[src/rtl/booth_seq_multiplier.sv]
// Sequential Booth multiplier: one radix-4 or radix-8 digit per clock,
// valid/ready on both sides, product held under back-pressure.
module booth_seq_multiplier #(
  parameter int unsigned DATA_WIDTH = 6,
  parameter int unsigned RADIX_LOG2 = 3
) (
  input  logic                      clk,
  input  logic                      rst,
  input  logic                      in_valid,
  output logic                      in_ready,
  input  logic [DATA_WIDTH-1:0]     multiplicand,
  input  logic [DATA_WIDTH-1:0]     multiplier,
  input  logic                      is_signed,
  output logic                      out_valid,
  input  logic                      out_ready,
  output logic [2*DATA_WIDTH-1:0]   product,
  output logic                      busy
);

  localparam int unsigned W         = DATA_WIDTH;
  localparam int unsigned R         = RADIX_LOG2;
  localparam int unsigned NUM_TERMS = (W + R) / R;        // ceil((W+1)/R)
  localparam int unsigned PAD_W     = NUM_TERMS * R - W;
  localparam int unsigned BW        = NUM_TERMS * R + 1;  // padded B plus implicit 0
  localparam int unsigned PP_W      = W + 4;
  localparam int unsigned ACC_W     = 2 * W + R + 2;
  localparam int unsigned PW        = 2 * W;
  localparam int unsigned CNT_W     = $clog2(NUM_TERMS + 1);

  if (!(R == 2 || R == 3)) begin : g_bad_radix
    $error("booth_seq_multiplier: RADIX_LOG2 must be 2 or 3");
  end

  typedef enum logic [1:0] {IDLE, PRECOMP, ITER, DONE} state_t;

  state_t             state, state_next;
  logic [W:0]         a_reg;
  logic [W+2:0]       a3_reg;
  logic [BW-1:0]      b_sr;
  logic [ACC_W-1:0]   acc;
  logic [CNT_W-1:0]   cnt;

  logic               accept_c;
  logic               last_c;
  logic [W:0]         a_ext_c;
  logic [BW-1:0]      b_ext_c;
  logic [R:0]         digit_c;
  logic [R:0]         mag_c;
  logic               neg_c;
  logic [PP_W-1:0]    a1_c;
  logic [PP_W-1:0]    mult_c;
  logic [PP_W-1:0]    pp_c;
  logic [ACC_W-1:0]   term_c;
  logic [ACC_W-1:0]   acc_next_c;

  assign accept_c = in_valid && in_ready;
  assign last_c   = (cnt == CNT_W'(NUM_TERMS - 1));
  assign a_ext_c  = {is_signed & multiplicand[W-1], multiplicand};
  assign b_ext_c  = {{PAD_W{is_signed & multiplier[W-1]}}, multiplier, 1'b0};

  // Next-state logic
  always_comb begin
    state_next = state;
    unique case (state)
      IDLE:    if (accept_c) state_next = (R == 3) ? PRECOMP : ITER;
      PRECOMP: state_next = ITER;
      ITER:    if (last_c) state_next = DONE;
      DONE:    if (out_ready) state_next = IDLE;
      default: state_next = IDLE;
    endcase
  end

  always_ff @(posedge clk or posedge rst) begin
    if (rst) state <= IDLE;
    else     state <= state_next;
  end

  // Booth digit from the low R+1 window bits, then the selected multiple of A
  always_comb begin
    digit_c = {b_sr[R], b_sr[R:1]} + (R+1)'(b_sr[0]);
    neg_c   = digit_c[R];
    mag_c   = neg_c ? -digit_c : digit_c;
    a1_c    = {{3{a_reg[W]}}, a_reg};
    mult_c  = '0;
    case (mag_c)
      (R+1)'(1): mult_c = a1_c;
      (R+1)'(2): mult_c = a1_c << 1;
      (R+1)'(3): mult_c = {a3_reg[W+2], a3_reg};
      (R+1)'(4): mult_c = a1_c << 2;
      default:   mult_c = '0;
    endcase
    pp_c       = neg_c ? -mult_c : mult_c;
    term_c     = {{(ACC_W - PP_W){pp_c[PP_W-1]}}, pp_c} << (cnt * R);
    acc_next_c = acc + term_c;
  end

  // Operand, accumulator and result registers
  always_ff @(posedge clk or posedge rst) begin
    if (rst) begin
      a_reg   <= '0;
      a3_reg  <= '0;
      b_sr    <= '0;
      acc     <= '0;
      cnt     <= '0;
      product <= '0;
    end else begin
      case (state)
        IDLE: begin
          if (accept_c) begin
            a_reg  <= a_ext_c;
            b_sr   <= b_ext_c;
            a3_reg <= '0;
            acc    <= '0;
            cnt    <= '0;
          end
        end
        PRECOMP: a3_reg <= {{2{a_reg[W]}}, a_reg} + {a_reg[W], a_reg, 1'b0};
        ITER: begin
          acc  <= acc_next_c;
          b_sr <= b_sr >> R;
          cnt  <= cnt + CNT_W'(1);
          if (last_c) product <= acc_next_c[PW-1:0];
        end
        default: ;
      endcase
    end
  end

  // Handshake and status flags track the next state so they line up with it
  always_ff @(posedge clk or posedge rst) begin
    if (rst) begin
      in_ready  <= 1'b1;
      out_valid <= 1'b0;
      busy      <= 1'b0;
    end else begin
      in_ready  <= (state_next == IDLE);
      out_valid <= (state_next == DONE);
      busy      <= (state_next != IDLE);
    end
  end

endmodule

[config.mk]
export PLATFORM = sky130hd
export DESIGN_NAME = booth_seq_multiplier
export DESIGN_NICKNAME = d
export VERILOG_FILES = /design/src/rtl/booth_seq_multiplier.sv
export SDC_FILE = /design/constraint.sdc
export NUM_CORES = 1
export LEC_CHECK = 0
export BUFFER_PORTS_ARGS = -buffer_cell sky130_fd_sc_hd__clkbuf_2
export CORE_ASPECT_RATIO = 1.25
export CORE_UTILIZATION = 50
export CTS_CLUSTER_SIZE = 30
export DETAILED_ROUTE_END_ITERATION = 6
export PLACE_DENSITY = 0.68
export SLEW_MARGIN = 0
export SYNTH_ARGS = -nofsm -noshare
export SYNTH_HDL_FRONTEND = slang
export SYNTH_SLANG_ARGS = --single-unit
[constraint.sdc]
create_clock -name clk -period 6.65 [get_ports clk]
set_clock_uncertainty 0.15 [all_clocks]
set_input_delay 1.33 -clock clk [delete_from_list [all_inputs] [get_ports clk]]
set_output_delay 1.33 -clock clk [all_outputs]
set_load 0.005 [all_outputs]
Word-level counts from Yosys, hierarchy flattened
Cells that the tools add are included.
- reductions and logical operators: 10
- multiply operators: 1
- bitwise gates (word level): 2
- equal/unequal tests: 10
- shift-type cells: 1
- add/sub/neg operators: 6
- muxes and demuxes: 15
- operator list (kind ; count):
    $pmux 10 s4 ; 1
    $pmux 17 s2 ; 1
    $mux 10 ; 2
    $pmux 10 s2 ; 1
    $pmux 9 s2 ; 1
    $add 17x17->17 ; 1
    $mux 17 ; 1
    $shl 17x4->17 ; 1
    $neg 10->10 ; 1
    $add 7x8->9 ; 1
    $mux 9 ; 1
    $eq 2x2->1 const B ; 4
    $eq 4x2->1 const B ; 2
    $mux 2 ; 4
    $pmux 2 s4 ; 1
    $reduce_and 2->1 ; 4
    $reduce_bool 2->1 ; 3
    $add 3x2->4 ; 1
    $eq 4x1->1 const B ; 1
    $eq 4x3->1 const B ; 1
    $logic_not 2->1 ; 2
    $mul 2x2->4 const B ; 1
    $mux 4 ; 1
    $neg 4->4 ; 1
    other kinds (6) ; 7
- output and inout bits: 15
- register bits: 62
- logic and storage cells: 55

Depth between registers and ports, before layout
- depth after elaboration: 10
- mapped depth: 29
- depth with buffers taken out: 27

Worst setup path after synthesis
No wires, ideal clock.
- kind: register to register
- from: register b_sr[0]
- to: register product[11]
- cell stages (with the launch flop): 27
- path buffers: 1
- arrival: 5388 ps
- slack: 986 ps
- cell sequence: dfrtp_1 > ha_1 > ha_1 > clkbuf_1 > inv_1 > ha_1 > mux2i_1 > mux2_2 > a22oi_1 > nand3b_1 > ha_1 > o2111ai_1 > nor4_1 > or3_1 > nand3_1 > a21oi_1 > o41ai_1 > a221o_1 > ha_1 > inv_1 > nor2_1 > a22o_1 > a311oi_1 > nor3_1 > xnor2_1 > nor2_1 > a221o_1
- cells in the longest elaborated chain, start to end: 9
- RTL lines (item ; line ; text):
    start: declaration ; 39 ; logic [BW-1:0] b_sr;
    start signal: assignment ; 111 ; b_sr <= b_ext_c;
    start signal: assignment ; 120 ; b_sr <= b_sr >> R;
    $add 3x2->4 * ; 80 ; digit_c = {b_sr[R], b_sr[R:1]} + (R+1)'(b_sr[0]);
    $neg 4->4 ; 82 ; mag_c = neg_c ? -digit_c : digit_c;
    $mux 4 ; 82 ;
    $eq 4x3->1, or another cell as far along ; 85 ; case (mag_c)
    $pmux 10 s4 ; 85 ;
    $neg 10->10 ; 92 ; pp_c = neg_c ? -mult_c : mult_c;
    $mux 10 * ; 92 ;
    $shl 17x4->17 * ; 93 ; term_c = {{(ACC_W - PP_W){pp_c[PP_W-1]}}, pp_c} << (cnt * R);
    $add 17x17->17 * ; 94 ; acc_next_c = acc + term_c;
    end signal: assignment ; 122 ; if (last_c) product <= acc_next_c[PW-1:0];
    end: declaration ; 16 ; output logic [2*DATA_WIDTH-1:0] product,
Mark *: on every way between the ends. The rest lies on a longest branch, timed or not.
A chain may end at the register's enable or synchronous reset.

Worst setup path in the final report
Ends and elaborated chain as after synthesis.

==> out/summary.txt <==
status: finished clean
#FFs+latches synth: 55
nature of the critical path endpoint: register
Die H: 103 um
endpoints failing hold: 0
Least-Margin Pin Slew: 1.19 ns
critical path's slowest cell: dfrtp_1
Ports: 32
Area growth syn-to-layout: 7.93%
number of global-route vias before repair: 3537
die area: 8610 um^2
Max Buffers Root-to-Sink: 2
register area share after synthesis: 33.4%
Layout Nets: 548
placed insts: 593
drt drc: 0
Bufs and invs on worst path: 2
setup TNS: 0 ns
Cells after Synth: 491
CTS buffer count: 5
initial antenna violation count: 0
Post-Layout Cell Count: 602
hold buffers post-CTS: 0
layout cell share with drive strength beyond 1: 14.2%
main flop type after synthesis: dfrtp_1
required time worst endpoint: 6.71 ns
Achievable Freq: 162 MHz
clock slew at reported path FFs: 0.11 ns
first-pass GRT wire length: 16400 um
Die W: 83.2 um
worst hold path class: register to register
total gr overflow: 0
CP peak stage delay: 0.40 ns
Critical Path Start: b_sr[0]
Crit path arrival time: 6.25 ns
clk_lat worst skew: 0.32 ns
Final Cycle Share: 93.1%
yosys warns: 0
Vias per Instance: 6.17
Initial Util: 52.3%
PortBufs: 31
flop2flop setup slack: 0.46 ns
Avg Inst Size Synth: 8.39 um^2
vias: 3714
leading cell type in the layout, fill and taps excluded: nand2_1
CTS tree: built
critical path's most frequent cell: ha_1
core footprint: 7880 um^2
most frequent cells in the layout: nand2_1, dfrtp_1, o21ai_0, clkbuf_2, nor2_1
critical path class: register to register
syn nets: 533
DR WL/cell: 16.5 um
CTS root buf: clkbuf_8
Post-Route WL: 9940 um
Area contributors post-synth: dfrtp_1, ha_1, nand2_1
Max-cap violations: 0
dpl hpwl: 7300 um
Fill cells: 716
EDFF count, synth: 0
Fin Hold WS: 0.334 ns
top cell type's share of synthesized area: 32.8%
antenna fix cells: 0
Overall Global Routing Usage: 23.6%
HP Start: product[9]
Tmin final: 6.19 ns
post-synth top area cell: dfrtp_1
CP Max Fanout: 9
clk sinks: 55
fin. max-slew vios: 0
largest net degree at the start of global routing: 56
row count: 36
Cell Area, Synth: 4120 um^2
Rel. slew slack: 20.5%
remaining antenna violation count: 0
multi-input logic area: 2590 um^2
Yosys cell types: 65
asr flop ratio synth: 100%
H-tree depth: 2
Util after Layout: 56.4%
Top Family by Delay on Critical Path: compound AO/OA/AOI/OAI gates
Startpoint Class: register
1st-iter DRT viols: 246
RSZ-0062 raised after global routing: false
R2R Path Start: b_sr[0]
final setup violation count: 0
register area: 1380 um^2
first drt pass iteration count: 4
GPL Wtd Cong: 0.915
[final timing paths]
kind | cells past startpoint | endpoint
max in group asynchronous | 3 | acc[7]
min in group asynchronous | 3 | state[1]
setup / recovery | 25 | product[11]
hold / removal | 2 | product[9]
setup reg to reg | 25 | product[11]
hold reg to reg | 2 | product[9]
[cells in the mapped netlist, types with 5 or more instances]
cell type   n
o21bai_1    5
ha_1       23
nand2_1    75
and2_1      5
dfrtp_1    54
a221o_1     6
nor2_1     29
clkbuf_1   24
o21ai_0    43
a21oi_1    20
o211ai_1   14
nor2b_1     5
mux2_2      9
a31oi_1     5
inv_1      17
nor3_1     14
nand2b_1    6
xor2_1      6
mux2i_1     9
nand3_1    28
xnor2_1    11
and3_1      5
[worst min-delay path, delay by kind of cell, from the launching register on]
family | cells | cell delay (ns)
compound gates | 1 | 0.06
simple gates | 1 | 0.04
flops | 1 | 0.35
[layout make-up]
class / instances / area share [%]
Multi-Input combinational cell: 389 / 58.3
Sequential cell: 55 / 31.0
Timing Repair Buffer: 37 / 4.50
Tap cell: 95 / 2.67
Clock buffer: 6 / 1.63
Inverter: 18 / 1.52
Clock inverter: 2 / 0.366
[layer usage]
| metal | vias to the layer above | part of all wire (%) | track usage (%) |
|---|---|---|---|
| met5 | - | 0 | 0 |
| met1 | 1792 | 42 | 26.2 |
| met4 | 0 | 3.0 | 10.9 |
| met3 | 25 | 2.4 | 3.10 |
| met2 | 77 | 53 | 45.2 |
| li1 | 1820 | - | - |
[stage by stage]
stage	setup slack (ns)	cell area [um^2]
after floorplan	0.986	4120
after global placement	0.543	4310
after detailed placement	0.384	4310
after CTS	0.334	4400
after global routing	0.0727	4450
final	0.459	4450
[what timing repair did]
item	CTS	global route
resized for setup	0	8
buffers inserted	0	1
setup endpoints to repair	0	4
[cells by family (layout without fill, tap and decap cells)]
kind of cell / count (synthesis) / in the layout / share of synthesized area, %
flops: 55 / 55 / 33.4
mux: 19 / 19 / 5.01
fa+ha+maj: 25 / 25 / 7.96
xor+xnor: 17 / 17 / 3.61
compound gates: 144 / 144 / 24.6
simple gates: 184 / 184 / 20.8
buf+inv: 47 / 63 / 4.59
Power is left out: the tool's default activity adds up to more than one toggle a clock period on the data nets, which glitch-free logic cannot reach.
